==> src/rtl/hex_display_scheduler_if.sv <==
// Display-scheduler bus: requester request/data lanes and the registered
// display-side outputs. The master side is the requester/observer, the slave side is the scheduler.
interface hex_display_scheduler_if #(
    parameter int N_REQ = 3,
    parameter int OWN_W = $clog2(N_REQ)
);
    logic [N_REQ-1:0]    req;
    logic [24*N_REQ-1:0] data;
    logic [N_REQ-1:0]    ack;
    logic [23:0]         disp_data;
    logic                disp_valid;
    logic [OWN_W-1:0]    owner;
    logic                busy;

    modport master (
        output req, data,
        input  ack, disp_data, disp_valid, owner, busy
    );

    modport slave (
        input  req, data,
        output ack, disp_data, disp_valid, owner, busy
    );
endinterface

==> src/rtl/hex_display_scheduler.sv <==
// Round-robin time-sharing of the six-digit hex display between requesters,
// with a guaranteed minimum dwell per grant and in-dwell refresh by the owner.
module hex_display_scheduler #(
    parameter int N_REQ       = 3,
    parameter int HOLD_CYCLES = 50_000_000
) (
    input  logic CLOCK_50,
    input  logic rst_n,
    hex_display_scheduler_if.slave bus
);
    localparam int CNT_W = $clog2(HOLD_CYCLES + 1);
    localparam int OWN_W = $clog2(N_REQ);
    localparam logic [CNT_W-1:0] HOLD_LOAD = CNT_W'(HOLD_CYCLES - 1);
    localparam logic [OWN_W-1:0] LAST_RST  = OWN_W'(N_REQ - 1);

    typedef enum logic {IDLE, HOLD} state_t;

    state_t           state_q, state_d;
    logic [CNT_W-1:0] count_q, count_d;
    logic [OWN_W-1:0] last_q, last_d;
    logic [OWN_W-1:0] owner_q, owner_d;
    logic [23:0]      disp_data_q, disp_data_d;
    logic             disp_valid_q, disp_valid_d;
    logic [N_REQ-1:0] ack_q, ack_d;

    logic [23:0]      data_arr [N_REQ];
    logic             win_found;
    logic [OWN_W-1:0] win_idx;
    logic             do_grant;

    generate
        for (genvar gi = 0; gi < N_REQ; gi++) begin : g_lane
            assign data_arr[gi] = bus.data[24*gi +: 24];
        end
    endgenerate

    // Index of the requester 'off' places after 'base', wrapping modulo N_REQ.
    function automatic logic [OWN_W-1:0] wrap_idx(input logic [OWN_W-1:0] base, input int off);
        int s;
        s = int'(base) + 1 + off;
        if (s >= N_REQ) s -= N_REQ;
        return OWN_W'(s);
    endfunction

    // last_q equals owner_q whenever in HOLD, so one scan origin serves both cases.
    always_comb begin
        win_found = 1'b0;
        win_idx   = '0;
        for (int i = 0; i < N_REQ; i++) begin
            if (!win_found && bus.req[wrap_idx(last_q, i)]) begin
                win_found = 1'b1;
                win_idx   = wrap_idx(last_q, i);
            end
        end
    end

    always_comb begin
        state_d      = state_q;
        count_d      = count_q;
        last_d       = last_q;
        owner_d      = owner_q;
        disp_data_d  = disp_data_q;
        disp_valid_d = disp_valid_q;
        ack_d        = '0;
        do_grant     = 1'b0;

        case (state_q)
            IDLE: do_grant = win_found;
            HOLD: begin
                if (count_q != '0) begin
                    count_d = count_q - CNT_W'(1);
                    // Owner refresh updates the shown value but never restarts the dwell.
                    if (bus.req[owner_q]) begin
                        disp_data_d    = data_arr[owner_q];
                        ack_d[owner_q] = 1'b1;
                    end
                end else if (win_found) begin
                    do_grant = 1'b1;
                end else begin
                    state_d = IDLE;
                end
            end
        endcase

        if (do_grant) begin
            state_d        = HOLD;
            count_d        = HOLD_LOAD;
            last_d         = win_idx;
            owner_d        = win_idx;
            disp_data_d    = data_arr[win_idx];
            disp_valid_d   = 1'b1;
            ack_d          = '0;
            ack_d[win_idx] = 1'b1;
        end
    end

    always_ff @(posedge CLOCK_50 or negedge rst_n) begin
        if (!rst_n) begin
            state_q      <= IDLE;
            count_q      <= '0;
            last_q       <= LAST_RST;
            owner_q      <= '0;
            disp_data_q  <= '0;
            disp_valid_q <= 1'b0;
            ack_q        <= '0;
        end else begin
            state_q      <= state_d;
            count_q      <= count_d;
            last_q       <= last_d;
            owner_q      <= owner_d;
            disp_data_q  <= disp_data_d;
            disp_valid_q <= disp_valid_d;
            ack_q        <= ack_d;
        end
    end

    assign bus.ack        = ack_q;
    assign bus.disp_data  = disp_data_q;
    assign bus.disp_valid = disp_valid_q;
    assign bus.owner      = owner_q;
    assign bus.busy       = (state_q == HOLD);
endmodule

==> src/flat_wrapper.sv <==
// flat-port wrapper written by rule: the top's interface ports become plain ports
module hex_display_scheduler_flat 
#(
    parameter int N_REQ       = 3,
    parameter int HOLD_CYCLES = 50_000_000
)
  (CLOCK_50, rst_n, bus_req, bus_data, bus_ack, bus_disp_data, bus_disp_valid, bus_owner, bus_busy);
  hex_display_scheduler_if #(.N_REQ(N_REQ)) bus_i ();
  input  logic CLOCK_50;
  input  logic rst_n;
  input wire logic [$bits(bus_i.req)-1:0] bus_req;
  input wire logic [$bits(bus_i.data)-1:0] bus_data;
  output wire logic [$bits(bus_i.ack)-1:0] bus_ack;
  output wire logic [$bits(bus_i.disp_data)-1:0] bus_disp_data;
  output wire logic [$bits(bus_i.disp_valid)-1:0] bus_disp_valid;
  output wire logic [$bits(bus_i.owner)-1:0] bus_owner;
  output wire logic [$bits(bus_i.busy)-1:0] bus_busy;
  assign bus_i.req = bus_req;
  assign bus_i.data = bus_data;
  assign bus_ack = bus_i.ack;
  assign bus_disp_data = bus_i.disp_data;
  assign bus_disp_valid = bus_i.disp_valid;
  assign bus_owner = bus_i.owner;
  assign bus_busy = bus_i.busy;
  hex_display_scheduler #(.N_REQ(N_REQ), .HOLD_CYCLES(HOLD_CYCLES)) u_core (.CLOCK_50(CLOCK_50), .rst_n(rst_n), .bus(bus_i));
endmodule
==> config.mk <==
export PLATFORM = sky130hd
export DESIGN_NAME = hex_display_scheduler_flat
export DESIGN_NICKNAME = d
export VERILOG_FILES = /design/src/rtl/hex_display_scheduler_if.sv /design/src/rtl/hex_display_scheduler.sv /design/src/flat_wrapper.sv
export SDC_FILE = /design/constraint.sdc
export NUM_CORES = 1
export LEC_CHECK = 0
export ABC_AREA = 1
export CAP_MARGIN = 5
export CORE_ASPECT_RATIO = 0.75
export CORE_UTILIZATION = 48
export CTS_BUF_LIST = sky130_fd_sc_hd__clkbuf_8
export CTS_CLUSTER_DIAMETER = 30
export DETAILED_ROUTE_END_ITERATION = 8
export GPL_TIMING_DRIVEN = 0
export MAX_ROUTING_LAYER = met4
export PLACE_DENSITY = 0.78
export SLEW_MARGIN = 20
export SYNTH_ARGS = -nofsm -noshare
export SYNTH_HDL_FRONTEND = slang
export SYNTH_SLANG_ARGS = --single-unit
==> constraint.sdc <==
create_clock -name CLOCK_50 -period 2.26 [get_ports CLOCK_50]
set_input_delay 0.452 -clock CLOCK_50 [delete_from_list [all_inputs] [get_ports CLOCK_50]]
set_output_delay 0.452 -clock CLOCK_50 [all_outputs]
set_load 0.05 [all_outputs]
# After elaboration in Yosys (flattened, before gate mapping)
# Cells that the tools add are included.
word_totals:
  in_bits: 77
  register_bits: 59
  output_inout_bits: 31
  wordCells: 85
classes:
  reduce_logical: 12
  n_mux: 44
  n_lt_le_gt_ge: 12
  bitwise: 3
  addsub: 7
ops:
  columns: ["operator", "n"]
  rows:
  - ["$mux W24", 8]
  - ["$bmux W24 S2", 2]
  - ["$mux W26", 3]
  - ["$ge A32 B3 Y1 const B", 2]
  - ["$reduce_bool A26 Y1", 1]
  - ["$sub A26 B1 Y26 const B", 1]
  - ["$lt A2 B3 Y1 const B", 5]
  - ["$mux W1", 14]
  - ["$mux W2", 6]
  - ["$mux W3", 4]
  - ["$bmux W1 S2", 4]
  - ["$ge A3 B3 Y1 const B", 2]
  - ["$not A2 Y3", 2]
  - ["$reduce_bool A2 Y1", 3]
  - ["$sub A2 B1 Y2 const B", 3]
  - ["$add A3 B1 Y4 const B", 1]
  - ["$add A3 B2 Y4 const B", 1]
  - ["$demux W1 S2", 2]
  - ["$ge A2 B1 Y1 const B", 2]
  - ["$logic_and A1 B1 Y1", 4]
  - ["$add A2 B1 Y3 const B", 1]
  - ["$ge A3 B2 Y1 const B", 1]
  - ["$reduce_and A3 Y1", 1]
  - ["$logic_not A1 Y1", 2]
  - ["other kinds (3)", 3]

# Depth between registers and ports, before layout
depth:
  word_depth: 17
  depth_mapped: 19
  ltp_nobuf: 15

# Worst setup path after synthesis
# OpenSTA, ideal clock, no wires.
synth_path:
  kind: "register -> register"
  startpoint: "register u_core.owner_q[0] (netlist: u_core.bus.owner[0])"
  endpoint: "register u_core.disp_data_q[10] (netlist: u_core.bus.disp_data[10])"
  setup_time_ns: 0.118
  synth_period_minus_slack_ns: 2.469
  path_stages_with_launch: 20
  required_time_ns: 2.142
  path_buffers: 5
  arrival_ns: 2.352
  slack_ns: -0.209
  path_cell_list: "dfrtp_1 > inv_2 > buf_6 > clkbuf_1 > ha_1 > buf_4 > inv_4 > nand2_1 > nand2_1 > nand2_2 > nand2_4 > nor2_8 > inv_2 > nand2_4 > buf_6 > buf_6 > a21oi_1 > nand2_1 > nand2_1 > nand2_1"
synth_between:
  elab_chain_cells: 8
  elab_cells_between_ends: 12
  cone_classes: "9 x mux; 1 x bitwise; 2 x reduce/logical"
synth_rtl:
  columns: ["element", "line", "rtl"]
  rows:
  - ["start, declared", "hex_display_scheduler.sv:21", "logic [OWN_W-1:0] owner_q, owner_d;"]
  - ["start signal, assigned", "hex_display_scheduler.sv:110", "owner_q <= owner_d;"]
  - ["$not A2 Y3 (implied by the code)", "hex_display_scheduler.sv:74", "disp_data_d = data_arr[owner_q];"]
  - ["$bmux W24 S2", "hex_display_scheduler.sv:74", null]
  - ["$mux W24 (implied by the code) (2 in a row)", "hex_display_scheduler.sv:74", null]
  - ["$mux W24", "hex_display_scheduler.sv:73", "if (bus.req[owner_q]) begin"]
  - ["$mux W24", "hex_display_scheduler.sv:70", "if (count_q != '0) begin"]
  - ["$mux W24", "hex_display_scheduler.sv:67", "case (state_q)"]
  - ["$mux W24", "hex_display_scheduler.sv:85", "if (do_grant) begin"]
  - ["end signal, assigned", "hex_display_scheduler.sv:111", "disp_data_q <= disp_data_d;"]
  - ["end, declared", "hex_display_scheduler.sv:22", "logic [23:0] disp_data_q, disp_data_d;"]
# Several ways; a longest one is shown, not always the timed one. The select of a mux whose other input is x is not followed.
# A chain may end at the register's enable or synchronous reset.

# Worst setup path in the final report
layout_path:
  startpoint: "register u_core.last_q[1]"
  endpoint: "register u_core.disp_data_q[6] (netlist: u_core.bus.disp_data[6])"
layout_between:
  elab_chain_cells: 17
  elab_cells_between_ends: 40
  cone_classes: "6 x add/sub; 3 x order compare; 22 x mux; 1 x bitwise; 8 x reduce/logical"
layout_rtl:
  columns: ["element", "line", "rtl"]
  rows:
  - ["start, declared", "hex_display_scheduler.sv:20", "logic [OWN_W-1:0] last_q, last_d;"]
  - ["start signal, assigned", "hex_display_scheduler.sv:109", "last_q <= last_d;"]
  - ["$add A2 B1 Y3 *", "hex_display_scheduler.sv:40", "s = int'(base) + 1 + off;"]
  - ["branches (longest 16 deep; another with $ge A32 B3 Y1)", null, null]
# Mark *: on every way between the ends. The select of a mux whose other input is x is not followed.

==> results.yml <==
yosys:
  synth_seq_cells: 58
  synth_top_area_share_pct: 30.2
  synth.area.top_cells: "dfrtp_1 (30%), nand3_1 (14%), nand2_1 (13%)"
  syn-cell-area_um2: 4720
  synth_top_cell_by_area: "dfrtp_1"
  async_flop_share_pct: 100
  syn_area_per_cell_um2: 6.38
  synth_cells: 739
  ys.flop_type: "dfrtp_1"
  yosys_warnings: 0
  synth_edf_count: 0
  ys_types: 36
  synth_nets: 822
  seq_area_frac_synth_pct: 30.8
timing:
  fin_skew_ps: 6.46
  hold_ws_ps: 475
  slew_headroom_pct: 62.0
  period_needed_ps: 2300
  fmax_mhz: 434
  fin_crit_sh_pct: 102
  drv_slew: 0
  setup_viol: 19
  max_slew.worst_pin.slew_ps: 568
  fin_ws_ps: -43.0
  hold_viol: 0
  rsz0062_at_grt: "yes"
cells_and_area:
  stdcell_count: 1016
  layout_common_cells: "nand2_1 (150), nand3_1 (122), nor2_1 (115)"
  final_common_cell: "nand2_1"
  n_fill_cell: 729
  drive_above_1_share_pct: 16.8
  final_nets: 967
  diodes: 0
  final_core_util_pct: 72.9
  syn2layout_area_growth_pct: 43.8
floorplan:
  core_um2: 9310
  die_w_um: 116
  num_rows: 30
  fp.dieArea_um2: 10200
  initial_core_util_pct: 50.7
  die_h_um: 87.9
  pin_count: 108
routing:
  vias_per_cell: 5.92
  first_pass_iters: 5
  drt_iter0_drc: 747
  drcViolationCount: 0
  detail_route.wirelength_mm: 17.8
  route.vias.total: 6019
  ant_nets: 0
  wire_per_inst_um: 17.6
clocking:
  cts_root_buffer: "clkbuf_8"
  cts_made_buffers: 9
  clk_latency_ps: 360
  clock_path_buffers: 2
  clk_pin_slew_ps: 70
  cts.sinks: 58
  cts_max_level: 3
  cts_tree: "yes"
critical_path:
  r2r_setup_slack_ps: -40
  crit_type: "reg -> reg"
  cp-end-kind: "flop"
  r2r.worst_path.cells: 16
  reg2reg_from: "u_core.last_q[1]"
  r2r_end: "u_core.bus.disp_data[6]"
  arrival_ps: 2550
  cp.required_ps: 2510
  cp_max_fo: 7
  cp-start-kind: "flop"
placement:
  dp_hpwl_mm: 12.0
  dp.cells: 975
  portBuffers: 107
  place.gp.congestion: 0.958
  dp_slack_ps: -381
worst_hold_path:
  min_to: "u_core.bus.disp_data[5]"
  min_from: "u_core.bus.disp_data[5]"
  hp-class: "reg -> reg"
  hold_depth: 2
outcome:
  status: "finished, violations left"
  violations: "negative setup slack"
global_routing:
  gr-total-overflow: 0
  grt_pass1_vias: 5342
  grt_max_degree: 45
  antenna_found_initial: 0
  grt_usage_pct: 34.9
  grt_pass1_wl_mm: 26.4
pwr:
  max-vdd-ir-drop_uv: 318
  power.density_nw_per_um2: 414
  p_leak_nw: 3.13
  finalPower_mw: 2.81
run:
  maxCapViolCount: 0
worst max-delay path, cell delays in order (launching register included):
cell and delay, ps:
dfstp_2 560, inv_4 50, ha_4 300, buf_6 110, nand2_2 50, nand2_2 90, nand2_2 80, nand2_4 160
nor2_8 60, inv_2 70, nand2_4 70, buf_12 160, clkbuf_16 160, a21oi_2 100, nand2_1 60, nand2_1 60
nand2_1 50
state kept, by name (all words and copies together), names as in the netlist:
signal,cells
u_core.count_q,26
u_core.bus.disp_data,24
u_core.bus.ack,3
u_core.bus.owner,2
u_core.bus.busy,1
u_core.bus.disp_valid,1
u_core.last_q,1
layer usage:
layer | track usage, % | vias up | wire length, um
li1 | - | 2665 | -
met1 | 48.8 | 2755 | 7380
met2 | 50.2 | 513 | 7470
met3 | 6.57 | 86 | 2370
met4 | 11.7 | 0 | 620
met5 | - | - | 0
synth_stat cells (3+ instances only):
master / count
o21ai_0: 56
ha_1: 6
inv_1: 76
dfrtp_1: 57
nor3_1: 5
nand2_4: 5
buf_4: 10
o21ai_1: 17
nand3_2: 4
buf_6: 6
nor2_2: 5
nand3b_1: 3
a21oi_1: 18
nand2_2: 5
nand2_1: 158
a21oi_2: 11
nand3_1: 128
inv_2: 5
nor2_1: 115
buf_2: 12
xor2_1: 4
clkbuf_1: 13
kinds of logic after synthesis:
family          after synthesis  share of synthesized area [%]
compound gates              106                           12.3
xor+xnor                      4                          0.742
fa+ha+maj                     6                           1.59
buf+inv                     125                           12.4
flops                        58                           30.8
mux                           2                          0.424
simple gates                438                           41.8
stage by stage:
step | instance area (um2) | TNS (ps)
after global routing | 6790 | -2120
after floorplan | 4740 | 0
after global placement | 5980 | -75210
final | 6790 | -461
after CTS | 6520 | -13.7
after detailed placement | 6000 | -12370
worst max path at each step:
stage / start / endpoint / cells past startpoint
2_1_floorplan: u_core.bus.owner[0] / u_core.bus.disp_data[10] / 19
3_3_place_gp: rst_n / u_core.bus.disp_data[10] / 1
3_5_place_dp: u_core.bus.owner[0] / u_core.bus.disp_data[8] / 18
4_1_cts: u_core.bus.owner[0] / u_core.bus.disp_data[14] / 18
5_1_grt: u_core.last_q[1] / u_core.bus.disp_data[3] / 16
6_report: u_core.last_q[1] / u_core.bus.disp_data[6] / 16
repair_timing:
action | in CTS | in global routing
hold buffers | 1 | 0
resized for setup | 41 | 52
pin swaps | 10 | 25
buffers inserted | 16 | 7
endpoints found under the setup margin | 57 | 57
hold endpoints to repair | 14 | 0
gates cloned | 2 | 3
power breakdown:
part	internal [mW]	switching (mW)
clock	0.521	0.433
sequential	1.08	0.0237
combinational	0.321	0.431
total	1.92	0.888
cell type report:
class                      count  area, um2  area share, %
clock buffer                  10        138           2.03
multi-input combinational    556       2860           42.2
buffer                        39        363           5.35
inverter                      83        334           4.92
timing repair buffer         137       1430           21.0
clock inverter                 5       47.5          0.701
sequential                    58       1450           21.4
tap                          128        160           2.36
(Power assumes the default switching activity.)
